<file path="src/rtl/word_disp_pkg.sv">
// Shared types and helpers for the three-digit "dE1" word display.
package word_disp_pkg;

  localparam int SEL_W = 2;

  localparam logic [SEL_W-1:0] POS0 = 2'b00;
  localparam logic [SEL_W-1:0] POS1 = 2'b01;
  localparam logic [SEL_W-1:0] POS2 = 2'b10;

  typedef enum logic [SEL_W-1:0] {
    P0 = 2'b00,
    P1 = 2'b01,
    P2 = 2'b10
  } pos_e;

  // Map the unused code 11 back to the home position.
  function automatic logic [SEL_W-1:0] coerce_pos(input logic [SEL_W-1:0] pos);
    coerce_pos = (pos == 2'b11) ? POS0 : pos;
  endfunction

  function automatic logic [SEL_W-1:0] next_pos(input logic [SEL_W-1:0] pos,
                                                input logic             dir);
    case (pos)
      POS0:    next_pos = dir ? POS2 : POS1;
      POS1:    next_pos = dir ? POS0 : POS2;
      POS2:    next_pos = dir ? POS1 : POS0;
      default: next_pos = POS0;
    endcase
  endfunction

endpackage

</file>
<file path="src/rtl/key_sync_edge.sv">
// Two-flop synchronizer plus falling-edge detector for an active-low key.
module key_sync_edge (
  input  logic clk_i,
  input  logic rst_n_i,
  input  logic key_n_i,
  output logic fall_o
);

  logic meta_q, sync_q, prev_q;

  // Preset to the released level so reset release never looks like a press.
  always_ff @(posedge clk_i or negedge rst_n_i) begin
    if (!rst_n_i) begin
      meta_q <= 1'b1;
      sync_q <= 1'b1;
      prev_q <= 1'b1;
    end else begin
      meta_q <= key_n_i;
      sync_q <= meta_q;
      prev_q <= sync_q;
    end
  end

  assign fall_o = prev_q & ~sync_q;

endmodule

</file>
<file path="src/rtl/word_rotate_ctrl.sv">
// Rotation sequencer for the word display: prescaled auto-advance, key step, preset.
module word_rotate_ctrl
  import word_disp_pkg::*;
#(
  parameter int TICK_COUNT = 50_000_000,
  parameter int CW         = 26
) (
  input  logic             Clock,
  input  logic             Resetn,
  input  logic             Run,
  input  logic             Dir,
  input  logic             Step_n,
  input  logic             Load,
  input  logic [SEL_W-1:0] LoadSel,
  output logic [SEL_W-1:0] Sel,
  output logic [2:0]       Pos,
  output logic             Adv
);

  logic [CW-1:0] cnt_q, cnt_d;
  pos_e          state_q, state_d;
  logic          adv_q, adv_d;
  logic          tick, step, advance;

  key_sync_edge u_step (
    .clk_i   (Clock),
    .rst_n_i (Resetn),
    .key_n_i (Step_n),
    .fall_o  (step)
  );

  assign tick    = Run && (cnt_q == CW'(TICK_COUNT - 1));
  assign advance = tick | step;

  always_comb begin
    cnt_d = cnt_q;
    if (Load)      cnt_d = '0;
    else if (tick) cnt_d = '0;
    else if (Run)  cnt_d = cnt_q + CW'(1);
  end

  // Load outranks any advance; a simultaneous tick and step merge into one.
  always_comb begin
    state_d = state_q;
    adv_d   = 1'b0;
    if (Load) begin
      state_d = pos_e'(coerce_pos(LoadSel));
    end else if (advance) begin
      state_d = pos_e'(next_pos(state_q, Dir));
      adv_d   = 1'b1;
    end
  end

  always_ff @(posedge Clock or negedge Resetn) begin
    if (!Resetn) begin
      cnt_q   <= '0;
      state_q <= P0;
      adv_q   <= 1'b0;
    end else begin
      cnt_q   <= cnt_d;
      state_q <= state_d;
      adv_q   <= adv_d;
    end
  end

  assign Sel = state_q;
  assign Adv = adv_q;

  always_comb begin
    case (state_q)
      P1:      Pos = 3'b010;
      P2:      Pos = 3'b100;
      default: Pos = 3'b001;
    endcase
  end

endmodule

</file>
<file path="config.mk">
export PLATFORM = sky130hd
export DESIGN_NAME = word_rotate_ctrl
export DESIGN_NICKNAME = d
export VERILOG_FILES = /design/src/rtl/word_disp_pkg.sv /design/src/rtl/key_sync_edge.sv /design/src/rtl/word_rotate_ctrl.sv
export SDC_FILE = /design/constraint.sdc
export NUM_CORES = 1
export LEC_CHECK = 0
export CORE_ASPECT_RATIO = 2
export CORE_MARGIN = 2
export CORE_UTILIZATION = 57
export CTS_CLUSTER_DIAMETER = 200
export DETAILED_ROUTE_END_ITERATION = 12
export PLACE_DENSITY = 0.77
export SLEW_MARGIN = 20
export SYNTH_ARGS = -nofsm -noshare
export SYNTH_HDL_FRONTEND = slang
export SYNTH_SLANG_ARGS = --single-unit
</file>
<file path="constraint.sdc">
create_clock -name Clock -period 2 [get_ports Clock]
set_input_delay 0.4 -clock Clock [delete_from_list [all_inputs] [get_ports Clock]]
set_output_delay 0.4 -clock Clock [all_outputs]
set_load 0.05 [all_outputs]
</file>
==> impl_results.html, run 1 <==
<table>
<tr><th>Metric</th><th>Value</th></tr>
<tr><th colspan="2">Run status</th></tr>
<tr><td>Run status</td><td>finished clean</td></tr>
<tr><th colspan="2">Place</th></tr>
<tr><td>Placed wire-length estimate</td><td>about 3800 µm</td></tr>
<tr><td>Final Wtd Congestion</td><td>about 0.9</td></tr>
<tr><td>Total cell area at the placement stage</td><td>about 2100 µm²</td></tr>
<tr><td>Post-Place Setup Slack</td><td>-247 ps</td></tr>
<tr><td>Count of input and output buffers</td><td>13</td></tr>
<tr><th colspan="2">Worst setup path</th></tr>
<tr><td>Reg-to-reg startpoint</td><td>cnt_q[7]$_DFFE_PN0P_</td></tr>
<tr><td>FF-to-FF path depth</td><td>5</td></tr>
<tr><td>R2R Path End</td><td>Sel[0]$_DFFE_PN0P_</td></tr>
<tr><td>Worst Path Buf+Inv</td><td>1</td></tr>
<tr><td>Required time worst endpoint</td><td>approximately 1600 ps</td></tr>
<tr><td>Reg2Reg Setup Slack</td><td>90 ps</td></tr>
<tr><td>Master of the slowest instance on the critical path</td><td>clkdlybuf4s50_1</td></tr>
<tr><td>Longest individual stage delay on the worst path</td><td>820 ps</td></tr>
<tr><td>Cell family contributing the most delay on the critical path</td><td>buffers and inverters</td></tr>
<tr><td>Capturing element type of the critical path</td><td>output port</td></tr>
<tr><td>Cell chain of the critical path</td><td>clkdlybuf4s50_1</td></tr>
<tr><td>Type of the worst setup path</td><td>flop to output port</td></tr>
<tr><td>Critical path data arrival time</td><td>between 1500 and 2000 ps</td></tr>
<tr><td>Startpoint class of the critical path</td><td>flop</td></tr>
<tr><td>Largest driver fanout on the critical path</td><td>4</td></tr>
<tr><th colspan="2">Timing</th></tr>
<tr><td>Endpoints failing hold</td><td>0</td></tr>
<tr><td>Max Freq</td><td>approximately 0.52 GHz</td></tr>
<tr><td>Worst setup slack after layout</td><td>86.8 ps</td></tr>
<tr><td>Max-slew headroom at the worst pin</td><td>0.667</td></tr>
<tr><td>Setup repair after global routing missed its margin</td><td>no</td></tr>
<tr><td>Least-Margin Pin Slew</td><td>between 400 and 500 ps</td></tr>
<tr><td>Setup clock skew after layout</td><td>11.0 ps</td></tr>
<tr><td>Number of setup violations in the final report</td><td>0</td></tr>
<tr><td>Crit share post-route</td><td>0.957</td></tr>
<tr><td>Number of pins exceeding their max-slew limit in the final report</td><td>0</td></tr>
<tr><td>Hold_ws</td><td>362 ps</td></tr>
<tr><td>Fin crit period</td><td>~1900 ps</td></tr>
<tr><th colspan="2">Clock network</th></tr>
<tr><td>Worst-Skew Late Latency</td><td>290 ps</td></tr>
<tr><td>H-Tree Level Count</td><td>2</td></tr>
<tr><td>Clock sink count</td><td>32</td></tr>
<tr><td>Number of buffers created by CTS</td><td>5</td></tr>
<tr><td>Number of hold-repair buffers added at the cts stage</td><td>0</td></tr>
<tr><td>CTS max path bufs</td><td>2</td></tr>
<tr><td>Root Driver</td><td>clkbuf_8</td></tr>
<tr><td>Clock tree from TritonCTS</td><td>built</td></tr>
<tr><td>Clk pin slew, worst setup/hold paths</td><td>60 ps</td></tr>
<tr><th colspan="2">Synth</th></tr>
<tr><td>Synthesis Warnings</td><td>0</td></tr>
<tr><td>Number of synthesized register bits</td><td>32</td></tr>
<tr><td>Post-synthesis cell type count</td><td>43</td></tr>
<tr><td>Number of enable-type register cells in the synthesized netlist</td><td>0</td></tr>
<tr><td>Total standard cell area after synthesis</td><td>1840 µm²</td></tr>
<tr><td>Async set-or-reset flop fraction in the synthesized netlist</td><td>1.00</td></tr>
<tr><td>Largest area contributor in the netlist</td><td>dfrtp_1</td></tr>
<tr><td>Net count after synthesis</td><td>between 200 and 250</td></tr>
<tr><td>Yosys top cell area share</td><td>0.395</td></tr>
<tr><td>Gate count of the mapped netlist</td><td>slightly below 200</td></tr>
<tr><td>Leading register cell type out of synthesis</td><td>dfrtp_1</td></tr>
<tr><td>Post-Synthesis Mean Instance Area</td><td>9.43 µm²</td></tr>
<tr><td>Sequential element share of the synthesized area</td><td>0.438</td></tr>
<tr><td>Leading cell types by total area after synthesis</td><td>dfrtp_1 (39%), dfstp_2 (4.3%), ha_1 (4.1%)</td></tr>
<tr><th colspan="2">Die</th></tr>
<tr><td>Number of rows created at floorplan</td><td>29</td></tr>
<tr><td>Core area</td><td>3120 µm²</td></tr>
<tr><td>Initial Utilization</td><td>0.589</td></tr>
<tr><td>Die height</td><td>~84 µm</td></tr>
<tr><td>Die Footprint</td><td>roughly 3700 µm²</td></tr>
<tr><td>Number of I/O pins</td><td>14</td></tr>
<tr><td>Horizontal die dimension</td><td>roughly 44 µm</td></tr>
<tr><th colspan="2">Global route</th></tr>
<tr><td>Largest net degree at the start of global routing</td><td>33</td></tr>
<tr><td>Vias in the first global route</td><td>1839</td></tr>
<tr><td>Global-route total usage across every layer</td><td>0.300</td></tr>
<tr><td>Wire length of the first global-routing pass</td><td>roughly 8200 µm</td></tr>
<tr><td>Antenna violations before repair</td><td>0</td></tr>
<tr><td>Global-route congestion overflow total</td><td>0</td></tr>
<tr><th colspan="2">Pwr</th></tr>
<tr><td>LEAKAGE</td><td>a little under 1 nW</td></tr>
<tr><td>Total power after layout</td><td>between 1.5 and 2 mW</td></tr>
<tr><td>VDD IR-drop max</td><td>between 0.0005 and 0.0006 V</td></tr>
<tr><td>Ratio of total power to cell area</td><td>693 nW/µm²</td></tr>
<tr><th colspan="2">Finish</th></tr>
<tr><td>Count of nets after finishing</td><td>approximately 250</td></tr>
<tr><td>Number of inserted filler cells in the final layout</td><td>219</td></tr>
<tr><td>Most common library cell in the layout ignoring fill and taps</td><td>buf_4</td></tr>
<tr><td>N_diodes</td><td>0</td></tr>
<tr><td>Fraction of final layout cells with drive strength greater than 1</td><td>0.235</td></tr>
<tr><td>Most used cells in the layout excluding fill and tap cells</td><td>buf_4 (29), dfrtp_1 (25), nor2_1 (18), nand2_1 (13)</td></tr>
<tr><td>Area growth from synthesis to layout</td><td>25.6%</td></tr>
<tr><td>Final instance area</td><td>2310 µm²</td></tr>
<tr><th colspan="2">Drt</th></tr>
<tr><td>1st-pass router iterations</td><td>4</td></tr>
<tr><td>Ratio of routed vias to standard cells</td><td>6.63</td></tr>
<tr><td>Final ANT Viol Nets</td><td>0</td></tr>
<tr><td>Total via count in the routed design</td><td>approximately 1800</td></tr>
<tr><td>Initial DRC Count</td><td>74</td></tr>
<tr><td>Drt wl/cell</td><td>between 15 and 20 µm</td></tr>
<tr><td>DRT Wirelength</td><td>4950 µm</td></tr>
<tr><td>DRC violation count after routing</td><td>0</td></tr>
<tr><th colspan="2">Min path</th></tr>
<tr><td>Hold Path Sink</td><td>u_step.sync_q$_DFF_PN1_</td></tr>
<tr><td>Worst hold path class</td><td>flop to flop</td></tr>
<tr><td>Min-delay src</td><td>u_step.meta_q$_DFF_PN1_</td></tr>
<tr><td>Worst hold path depth</td><td>0</td></tr>
<tr><th colspan="2">Job</th></tr>
<tr><td># Max-Cap Violations</td><td>0</td></tr>
</table>
metrics by stage:
stage / util / setup TNS [ps] / instances
final: 0.740 / 0 / 265
after global routing: 0.740 / 0 / 265
after CTS: 0.723 / 0 / 262
after detailed placement: 0.688 / -2430 / 254
after global placement: 0.688 / -2120 / 254
after floorplan: - / 0 / 195
power breakdown:
group / internal [mW] / leakage [nW] / switching, mW
clock: 0.369 / 0.0552 / 0.233
combinational: 0.117 / 0.498 / 0.195
sequential: 0.666 / 0.426 / 0.0198
Yosys cell counts (3+ instances only):
cell type  number
inv_1          10
and3_1          5
o21ai_0         4
or3_1           3
or4_1           8
o31ai_1         6
clkbuf_1        5
nand3_1         7
dfrtp_1        29
nand2_1        13
a21oi_1        11
o211ai_1        3
nor4_1          3
nor3_1          7
xor2_1          5
nand4_1        10
dfstp_2         3
xnor2_1         7
mux2i_1         4
ha_1            6
buf_2           3
nor4b_1         3
nor2_1         18
metal layers:
metal,part of all wire,track usage
met1,0.33,0.292
met2,0.56,0.531
met3,0.046,0.0559
met4,0.064,0.204
met5,0,0
logic make-up (layout without fill, tap and decap cells):
logic type      count (synthesis)  count (layout)  synth area share
compound gates                 35              35             0.125
buf+inv                        18              57            0.0388
mux                             4               4            0.0218
fa+ha+maj                       6               6            0.0408
simple gates                   88              88             0.278
flops                          32              32             0.438
xor+xnor                       12              12            0.0572
what timing repair did:
action,in CTS,in global routing
setup endpoints to repair,0,10
buffers inserted,0,3
gates resized for setup,0,12
flip-flops by register name, indices dropped and copies added, names as in the netlist:
register / flops
Adv: 1
Sel: 2
cnt_q: 26
u_step.meta_q: 1
u_step.prev_q: 1
u_step.sync_q: 1
area by class of cell:
type / instances / area, µm² / area share
multi-input cells: 145 / 982 / 0.425
flip-flops and latches: 32 / 810 / 0.351
repair buffers: 39 / 333 / 0.144
clock buffers: 6 / 72.6 / 0.0314
well taps: 31 / 38.8 / 0.0168
inverters: 10 / 37.5 / 0.0163
clock inverters: 2 / 35.0 / 0.0152
how the worst max path moves through the flow:
stage | from | to | slack (ps) | cells past startpoint
floorplan | cnt_q[0]$_DFFE_PN0P_ | cnt_q[20]$_DFFE_PN0P_ | 130 | 6
global placement | Load | cnt_q[21]$_DFFE_PN0P_ | -230 | 5
detailed placement | Run | cnt_q[20]$_DFFE_PN0P_ | -250 | 6
CTS | Load | cnt_q[21]$_DFFE_PN0P_ | 8 | 5
global route | cnt_q[8]$_DFFE_PN0P_ | cnt_q[23]$_DFFE_PN0P_ | 4 | 4
finish | Sel[1]$_DFFE_PN0P_ | Sel[1] | 90 | 1
(Power assumes the default switching activity.)
==> run 2: changes to the inputs <==
--- a/config.mk
+++ b/config.mk
@@ -9,8 +9,9 @@
 export CORE_MARGIN = 2
 export CORE_UTILIZATION = 57
 export CTS_CLUSTER_DIAMETER = 200
+export CTS_CLUSTER_SIZE = 30
 export DETAILED_ROUTE_END_ITERATION = 12
-export PLACE_DENSITY = 0.77
+export PLACE_DENSITY = 0.84
 export SLEW_MARGIN = 20
 export SYNTH_ARGS = -nofsm -noshare
 export SYNTH_HDL_FRONTEND = slang
==> run 2 against run 1 <==
Effect of this change:
- sequential power about the same
- non-clock buffer count decreased by 2
- combinational power increased by 3%
- global-route usage increased by 2.0 points
- setup slack got worse by 20 ps
- largest power group unchanged
==> impl_results.html, run 2 (same netlist as run 1, synthesis figures left out) <==
<table>
<tr><th>Metric</th><th>Value</th></tr>
<tr><th colspan="2">Global route</th></tr>
<tr><td>Global-route congestion overflow total</td><td>0 (unchanged)</td></tr>
<tr><td>Wire length of the first global-routing pass</td><td>8540 µm (was 8230 µm)</td></tr>
<tr><td>Largest net degree at the start of global routing</td><td>33 (unchanged)</td></tr>
<tr><td>Global-route total usage across every layer</td><td>0.320 (was 0.300)</td></tr>
<tr><td>Antenna violations before repair</td><td>0 (unchanged)</td></tr>
<tr><td>Vias in the first global route</td><td>1864 (was 1839)</td></tr>
<tr><th colspan="2">Timing</th></tr>
<tr><td>Number of setup violations in the final report</td><td>0 (unchanged)</td></tr>
<tr><td>Max-slew headroom at the worst pin</td><td>0.665 (was 0.667)</td></tr>
<tr><td>Number of pins exceeding their max-slew limit in the final report</td><td>0 (unchanged)</td></tr>
<tr><td>Setup clock skew after layout</td><td>6.70 ps (was 11.0 ps)</td></tr>
<tr><td>Crit share post-route</td><td>0.967 (was 0.957)</td></tr>
<tr><td>Fin crit period</td><td>1930 ps (was 1910 ps)</td></tr>
<tr><td>Least-Margin Pin Slew</td><td>500 ps (was 498 ps)</td></tr>
<tr><td>Max Freq</td><td>0.517 GHz (was 0.523 GHz)</td></tr>
<tr><td>Endpoints failing hold</td><td>0 (unchanged)</td></tr>
<tr><td>Setup Total Neg Slack</td><td>0 ps (unchanged)</td></tr>
<tr><td>Setup repair after global routing missed its margin</td><td>yes (was no)</td></tr>
<tr><th colspan="2">Run status</th></tr>
<tr><td>Run status</td><td>finished clean (unchanged)</td></tr>
<tr><th colspan="2">Pwr</th></tr>
<tr><td>Net Switching</td><td>0.475 mW (was 0.448 mW)</td></tr>
<tr><td>VDD IR-drop max</td><td>0.000627 V (was 0.000506 V)</td></tr>
<tr><td>Design internal power</td><td>1.16 mW (was 1.15 mW)</td></tr>
<tr><td>Part of the total power dissipated in the clock network</td><td>0.383 (was 0.377)</td></tr>
<tr><td>Sequential power share</td><td>0.420 (was 0.428)</td></tr>
<tr><td>LEAKAGE</td><td>0.961 nW (was 0.979 nW)</td></tr>
<tr><td>Fraction of power spent switching nets</td><td>0.291 (was 0.280)</td></tr>
<tr><td>Combinational fraction of design power</td><td>0.197 (was 0.195)</td></tr>
<tr><td>Ratio of total power to cell area</td><td>709 nW/µm² (was 693 nW/µm²)</td></tr>
<tr><th colspan="2">Worst setup path</th></tr>
<tr><td>Critical path data arrival time</td><td>1530 ps (was 1510 ps)</td></tr>
<tr><td>Required time worst endpoint</td><td>1600 ps (about the same)</td></tr>
<tr><td>Capturing element type of the critical path</td><td>output port (unchanged)</td></tr>
<tr><td>Cell chain of the critical path</td><td>clkdlybuf4s50_1 (unchanged)</td></tr>
<tr><td>Master of the slowest instance on the critical path</td><td>clkdlybuf4s50_1 (unchanged)</td></tr>
<tr><td>Cell family contributing the most delay on the critical path</td><td>buffers and inverters (unchanged)</td></tr>
<tr><td>Type of the worst setup path</td><td>flop to output port (unchanged)</td></tr>
<tr><td>Startpoint class of the critical path</td><td>flop (unchanged)</td></tr>
<tr><td>Largest driver fanout on the critical path</td><td>4 (unchanged)</td></tr>
<tr><td>Longest individual stage delay on the worst path</td><td>830 ps (was 820 ps)</td></tr>
<tr><td>Worst Path Buf+Inv</td><td>1 (unchanged)</td></tr>
<tr><th colspan="2">Die</th></tr>
<tr><td>Horizontal die dimension</td><td>44.2 µm (unchanged)</td></tr>
<tr><td>Initial Utilization</td><td>0.589 (unchanged)</td></tr>
<tr><td>Die Footprint</td><td>3720 µm² (unchanged)</td></tr>
<tr><td>Core area</td><td>3120 µm² (unchanged)</td></tr>
<tr><td>Number of rows created at floorplan</td><td>29 (unchanged)</td></tr>
<tr><td>Number of I/O pins</td><td>14 (unchanged)</td></tr>
<tr><td>Die height</td><td>84.3 µm (unchanged)</td></tr>
<tr><th colspan="2">Clock network</th></tr>
<tr><td>Number of buffers created by CTS</td><td>5 (unchanged)</td></tr>
<tr><td>Clock sink count</td><td>32 (unchanged)</td></tr>
<tr><td>Clk pin slew, worst setup/hold paths</td><td>70 ps (was 60 ps)</td></tr>
<tr><td>CTS max path bufs</td><td>2 (unchanged)</td></tr>
<tr><td>Root Driver</td><td>clkbuf_8 (unchanged)</td></tr>
<tr><td>Number of hold-repair buffers added at the cts stage</td><td>0 (unchanged)</td></tr>
<tr><td>H-Tree Level Count</td><td>2 (unchanged)</td></tr>
<tr><td>Worst-Skew Late Latency</td><td>300 ps (was 290 ps)</td></tr>
<tr><td>Clock tree from TritonCTS</td><td>built (unchanged)</td></tr>
<tr><th colspan="2">Finish</th></tr>
<tr><td>Top register by number of flip-flops</td><td>cnt_q (unchanged)</td></tr>
<tr><td>Most used cells in the layout excluding fill and tap cells</td><td>dfrtp_1 (27), buf_4 (26), nor2_1 (18), nand2_1 (13) (was buf_4 (29), dfrtp_1 (25), nor2_1 (18), nand2_1 (13))</td></tr>
<tr><td>Final core occ</td><td>0.737 (was 0.740)</td></tr>
<tr><td>Area growth from synthesis to layout</td><td>25.2% (was 25.6%)</td></tr>
<tr><td>Most common library cell in the layout ignoring fill and taps</td><td>dfrtp_1 (was buf_4)</td></tr>
<tr><td>Count of nets after finishing</td><td>245 (was 247)</td></tr>
<tr><td>Fraction of final layout cells with drive strength greater than 1</td><td>0.228 (was 0.235)</td></tr>
<tr><td>Flip-flop count of the largest register, all copies and words added</td><td>26 (unchanged)</td></tr>
<tr><td>N_diodes</td><td>0 (unchanged)</td></tr>
<tr><th colspan="2">Drt</th></tr>
<tr><td>DRT Wirelength</td><td>5220 µm (was 4950 µm)</td></tr>
<tr><td>DRC violation count after routing</td><td>0 (unchanged)</td></tr>
<tr><td>1st-pass router iterations</td><td>5 (was 4)</td></tr>
<tr><td>Drt wl/cell</td><td>19.8 µm (was 18.7 µm)</td></tr>
<tr><td>Total via count in the routed design</td><td>1784 (was 1756)</td></tr>
<tr><td>Initial DRC Count</td><td>72 (was 74)</td></tr>
<tr><td>Ratio of routed vias to standard cells</td><td>6.78 (was 6.63)</td></tr>
<tr><td>Final ANT Viol Nets</td><td>0 (unchanged)</td></tr>
<tr><th colspan="2">Job</th></tr>
<tr><td># Max-Cap Violations</td><td>0 (unchanged)</td></tr>
<tr><th colspan="2">Place</th></tr>
<tr><td>Final Wtd Congestion</td><td>1.00 (was 0.903)</td></tr>
<tr><td>Count of input and output buffers</td><td>13 (unchanged)</td></tr>
<tr><td>Placed wire-length estimate</td><td>3800 µm (was 3760 µm)</td></tr>
<tr><th colspan="2">Min path</th></tr>
<tr><td>Worst hold path class</td><td>flop to flop (unchanged)</td></tr>
</table>
==> run 2: cell count changes in the layout (fill, tap and decap cells not counted), moves of 2 or more <==
cell | before | now
dlymetal6s2s_1 | 2 | 0
dfrtp_2 | 4 | 2
buf_4 | 29 | 26
dfrtp_1 | 25 | 27
clkdlybuf4s50_1 | 7 | 9
==> run 2: stage by stage <==
stage	cells	hold slack [ps]	power, mW	cell area [µm²]	setup slack [ps]
6_report	263	358	1.63	2300	66.4
5_1_grt	263	362	1.68	2300	-47.3
4_1_cts	258	360	1.63	2230	9.45
3_5_place_dp	250	350	1.02	2120	-263
3_3_place_gp	250	346	1.00	2120	-185
2_1_floorplan	195	104	0.874	1840	134
==> run 2: power by group through the flow <==
stage          sequential [mW]  clock (mW)  combinational, mW
4_1_cts                  0.685       0.628              0.320
5_1_grt                  0.688       0.649              0.341
2_1_floorplan            0.727           0              0.147
6_report                 0.685       0.624              0.321
3_3_place_gp             0.695           0              0.306
3_5_place_dp             0.696           0              0.319
==> run 2: layout make-up <==
type	instances	area, µm²
well taps	31	38.8
flip-flops and latches	32	807
fillers	232	820
multi-input cells	145	993
inverters	10	37.5
repair buffers	37	317
clock inverters	2	35.0
clock buffers	6	72.6
==> run 2: what timing repair did <==
action	in CTS	in global routing
buffers inserted	0	5
resized for setup	0	10
endpoints found under the hold margin	0	0
setup endpoints to repair	0	26
==> run 2: worst paths after layout <==
| path | start | end | slack (ps) | cells past startpoint |
|---|---|---|---|---|
| worst min register to register | u_step.meta_q$_DFF_PN1_ | u_step.sync_q$_DFF_PN1_ | 360 | 0 |
| worst min-delay path | u_step.meta_q$_DFF_PN1_ | u_step.sync_q$_DFF_PN1_ | 360 | 0 |
| min in group asynchronous | Resetn | cnt_q[11]$_DFFE_PN0P_ | 500 | 2 |
| worst max-delay path | Sel[1]$_DFFE_PN0P_ | Sel[1] | 70 | 1 |
| max in group asynchronous | Resetn | u_step.sync_q$_DFF_PN1_ | 1170 | 2 |
| worst max register to register | cnt_q[1]$_DFFE_PN0P_ | cnt_q[21]$_DFFE_PN0P_ | 90 | 4 |
==> run 2: routing by layer <==
layer | share of wire | GRT usage | wire (µm)
met1 | 0.32 | 0.289 | 1660
met4 | 0.090 | 0.275 | 470
met5 | 0 | 0 | 0
met3 | 0.056 | 0.0817 | 290
met2 | 0.54 | 0.545 | 2800
==> run 3: changes to the inputs <==
--- a/config.mk
+++ b/config.mk
@@ -11,7 +11,7 @@
 export CTS_CLUSTER_DIAMETER = 200
 export CTS_CLUSTER_SIZE = 30
 export DETAILED_ROUTE_END_ITERATION = 12
-export PLACE_DENSITY = 0.84
+export PLACE_DENSITY_LB_ADDON = 0.3
 export SLEW_MARGIN = 20
 export SYNTH_ARGS = -nofsm -noshare
 export SYNTH_HDL_FRONTEND = slang
==> run 3 against run 2 <==
Effect of this change:
- maximum frequency down 0.79%
- hold slack better by 2.4 ps
- combinational power down 2%
- setup slack worse by 15 ps
- largest cell class unchanged
==> impl_results.html, run 3 (same netlist as run 1, synthesis figures left out) <==
<table>
<tr><th>Metric</th><th>Value</th></tr>
<tr><th colspan="2">Timing</th></tr>
<tr><td>Hold_ws</td><td>361 ps (was 358 ps)</td></tr>
<tr><td>Fin crit period</td><td>1950 ps (was 1930 ps)</td></tr>
<tr><td>Crit share post-route</td><td>0.974 (was 0.967)</td></tr>
<tr><td>Setup repair after global routing missed its margin</td><td>yes (unchanged)</td></tr>
<tr><td>Number of setup violations in the final report</td><td>0 (unchanged)</td></tr>
<tr><td>Max-slew headroom at the worst pin</td><td>0.665 (about the same)</td></tr>
<tr><td>Endpoints failing hold</td><td>0 (unchanged)</td></tr>
<tr><td>Number of pins exceeding their max-slew limit in the final report</td><td>0 (unchanged)</td></tr>
<tr><td>Least-Margin Pin Slew</td><td>501 ps (was 500 ps)</td></tr>
<tr><td>Max Freq</td><td>0.513 GHz (was 0.517 GHz)</td></tr>
<tr><td>Setup Total Neg Slack</td><td>0 ps (unchanged)</td></tr>
<tr><td>Setup clock skew after layout</td><td>11.1 ps (was 6.70 ps)</td></tr>
<tr><th colspan="2">Die</th></tr>
<tr><td>Horizontal die dimension</td><td>44.2 µm (unchanged)</td></tr>
<tr><td>Number of rows created at floorplan</td><td>29 (unchanged)</td></tr>
<tr><td>Die Footprint</td><td>3720 µm² (unchanged)</td></tr>
<tr><td>Core area</td><td>3120 µm² (unchanged)</td></tr>
<tr><td>Number of I/O pins</td><td>14 (unchanged)</td></tr>
<tr><td>Die height</td><td>84.3 µm (unchanged)</td></tr>
<tr><td>Initial Utilization</td><td>0.589 (unchanged)</td></tr>
<tr><th colspan="2">Clock network</th></tr>
<tr><td>H-Tree Level Count</td><td>2 (unchanged)</td></tr>
<tr><td>Clk pin slew, worst setup/hold paths</td><td>70 ps (about the same)</td></tr>
<tr><td>Worst-Skew Late Latency</td><td>290 ps (was 300 ps)</td></tr>
<tr><td>Root Driver</td><td>clkbuf_8 (unchanged)</td></tr>
<tr><td>Number of buffers created by CTS</td><td>5 (unchanged)</td></tr>
<tr><td>Clock tree from TritonCTS</td><td>built (unchanged)</td></tr>
<tr><td>CTS max path bufs</td><td>2 (unchanged)</td></tr>
<tr><td>Clock sink count</td><td>32 (unchanged)</td></tr>
<tr><td>Number of hold-repair buffers added at the cts stage</td><td>0 (unchanged)</td></tr>
<tr><th colspan="2">Global route</th></tr>
<tr><td>Largest net degree at the start of global routing</td><td>33 (unchanged)</td></tr>
<tr><td>Global-route total usage across every layer</td><td>0.306 (was 0.320)</td></tr>
<tr><td>Global-route congestion overflow total</td><td>0 (unchanged)</td></tr>
<tr><td>Antenna violations before repair</td><td>0 (unchanged)</td></tr>
<tr><td>Vias in the first global route</td><td>1796 (was 1864)</td></tr>
<tr><td>Wire length of the first global-routing pass</td><td>8300 µm (was 8540 µm)</td></tr>
<tr><th colspan="2">Worst setup path</th></tr>
<tr><td>Type of the worst setup path</td><td>flop to output port (unchanged)</td></tr>
<tr><td>Longest individual stage delay on the worst path</td><td>840 ps (was 830 ps)</td></tr>
<tr><td>Required time worst endpoint</td><td>1600 ps (about the same)</td></tr>
<tr><td>Startpoint class of the critical path</td><td>flop (unchanged)</td></tr>
<tr><td>Critical path data arrival time</td><td>1550 ps (was 1530 ps)</td></tr>
<tr><td>Capturing element type of the critical path</td><td>output port (unchanged)</td></tr>
<tr><td>Master of the slowest instance on the critical path</td><td>clkdlybuf4s50_1 (unchanged)</td></tr>
<tr><td>Cell family contributing the most delay on the critical path</td><td>buffers and inverters (unchanged)</td></tr>
<tr><td>Largest driver fanout on the critical path</td><td>4 (unchanged)</td></tr>
<tr><td>Worst Path Buf+Inv</td><td>1 (unchanged)</td></tr>
<tr><td>Cell chain of the critical path</td><td>clkdlybuf4s50_1 (unchanged)</td></tr>
<tr><th colspan="2">Drt</th></tr>
<tr><td>Total via count in the routed design</td><td>1741 (was 1784)</td></tr>
<tr><td>Initial DRC Count</td><td>68 (was 72)</td></tr>
<tr><td>DRC violation count after routing</td><td>0 (unchanged)</td></tr>
<tr><td>1st-pass router iterations</td><td>4 (was 5)</td></tr>
<tr><td>Final ANT Viol Nets</td><td>0 (unchanged)</td></tr>
<tr><td>DRT Wirelength</td><td>4900 µm (was 5220 µm)</td></tr>
<tr><td>Ratio of routed vias to standard cells</td><td>6.70 (was 6.78)</td></tr>
<tr><td>Drt wl/cell</td><td>18.8 µm (was 19.8 µm)</td></tr>
<tr><th colspan="2">Finish</th></tr>
<tr><td>Area growth from synthesis to layout</td><td>24.4% (was 25.2%)</td></tr>
<tr><td>Count of nets after finishing</td><td>242 (was 245)</td></tr>
<tr><td>Final instance area</td><td>2290 µm² (was 2300 µm²)</td></tr>
<tr><td>Fraction of final layout cells with drive strength greater than 1</td><td>0.214 (was 0.228)</td></tr>
<tr><td>N_diodes</td><td>0 (unchanged)</td></tr>
<tr><td>Most used cells in the layout excluding fill and tap cells</td><td>dfrtp_1 (28), buf_4 (24), nor2_1 (18), nand2_1 (13) (was dfrtp_1 (27), buf_4 (26), nor2_1 (18), nand2_1 (13))</td></tr>
<tr><td>Top register by number of flip-flops</td><td>cnt_q (unchanged)</td></tr>
<tr><td>Flip-flop count of the largest register, all copies and words added</td><td>26 (unchanged)</td></tr>
<tr><td>Most common library cell in the layout ignoring fill and taps</td><td>dfrtp_1 (unchanged)</td></tr>
<tr><th colspan="2">Pwr</th></tr>
<tr><td>Design internal power</td><td>1.22 mW (was 1.16 mW)</td></tr>
<tr><td>Part of the total power dissipated in the clock network</td><td>0.406 (was 0.383)</td></tr>
<tr><td>Ratio of total power to cell area</td><td>736 nW/µm² (was 709 nW/µm²)</td></tr>
<tr><td>VDD IR-drop max</td><td>0.000676 V (was 0.000627 V)</td></tr>
<tr><td>Sequential power share</td><td>0.407 (was 0.420)</td></tr>
<tr><td>Total power after layout</td><td>1.68 mW (was 1.63 mW)</td></tr>
<tr><td>Combinational fraction of design power</td><td>0.186 (was 0.197)</td></tr>
<tr><td>Fraction of power spent switching nets</td><td>0.273 (was 0.291)</td></tr>
<tr><td>LEAKAGE</td><td>0.949 nW (was 0.961 nW)</td></tr>
<tr><td>Net Switching</td><td>0.460 mW (was 0.475 mW)</td></tr>
<tr><th colspan="2">Run status</th></tr>
<tr><td>Run status</td><td>finished clean (unchanged)</td></tr>
<tr><th colspan="2">Place</th></tr>
<tr><td>Final Wtd Congestion</td><td>0.921 (was 1.00)</td></tr>
<tr><td>Placed wire-length estimate</td><td>3600 µm (was 3800 µm)</td></tr>
<tr><td>Total cell area at the placement stage</td><td>2120 µm² (unchanged)</td></tr>
<tr><td>Count of input and output buffers</td><td>13 (unchanged)</td></tr>
<tr><th colspan="2">Min path</th></tr>
<tr><td>Worst hold path class</td><td>flop to flop (unchanged)</td></tr>
<tr><th colspan="2">Job</th></tr>
<tr><td># Max-Cap Violations</td><td>0 (unchanged)</td></tr>
</table>
## run 3: through the flow
stage                util  setup slack, ps  instances
floorplan               -              134        195
global route        0.733            -13.1        260
finish              0.733             51.0        260
CTS                 0.719             6.80        258
global placement    0.679             -199        250
detailed placement  0.679             -284        250
## run 3: final timing paths
| check | start | to | slack (ps) | cells after the start |
|---|---|---|---|---|
| max in group asynchronous | Resetn | u_step.meta_q$_DFF_PN1_ | 1160 | 2 |
| setup reg to reg | cnt_q[0]$_DFFE_PN0P_ | cnt_q[20]$_DFFE_PN0P_ | 110 | 5 |
| hold / removal | u_step.meta_q$_DFF_PN1_ | u_step.sync_q$_DFF_PN1_ | 360 | 0 |
| min in group asynchronous | Resetn | cnt_q[10]$_DFFE_PN0P_ | 510 | 2 |
| setup / recovery | Sel[1]$_DFFE_PN0P_ | Sel[1] | 50 | 1 |
| hold reg to reg | u_step.meta_q$_DFF_PN1_ | u_step.sync_q$_DFF_PN1_ | 360 | 0 |
## run 3: routing by layer
| layer | global-route usage | vias to the layer above | part of all wire |
|---|---|---|---|
| met5 | 0 | - | 0 |
| met4 | 0.201 | 0 | 0.065 |
| met3 | 0.0602 | 33 | 0.043 |
| met2 | 0.529 | 80 | 0.56 |
| met1 | 0.314 | 841 | 0.33 |
| li1 | - | 787 | - |
## run 3: repair_timing
| item | in CTS | in global routing |
|---|---|---|
| buffers inserted | 0 | 2 |
| endpoints found under the setup margin | 0 | 25 |
| gates resized for setup | 0 | 7 |
## run 3: power by group through the flow
| stage | clock network (mW) | registers (mW) | logic, mW |
|---|---|---|---|
| 2_1_floorplan | 0 | 0.727 | 0.147 |
| 3_3_place_gp | 0 | 0.695 | 0.305 |
| 5_1_grt | 0.718 | 0.687 | 0.331 |
| 4_1_cts | 0.696 | 0.685 | 0.315 |
| 3_5_place_dp | 0 | 0.697 | 0.315 |
| 6_report | 0.684 | 0.685 | 0.314 |
## run 3: area by class of cell
class	count	area, µm²
repair buffers	34	290
well taps	31	38.8
flip-flops and latches	32	806
multi-input cells	145	988
clock inverters	1	30.0
clock buffers	7	96.3
inverters	10	37.5
fillers	213	833
## run 3: worst register-to-register path, cell delays in order, from the launching register on
cell     delay [ps]
dfrtp_1         440
ha_1            230
nand4_1         150
or2_4           310
or4_1           530
a21oi_2         160
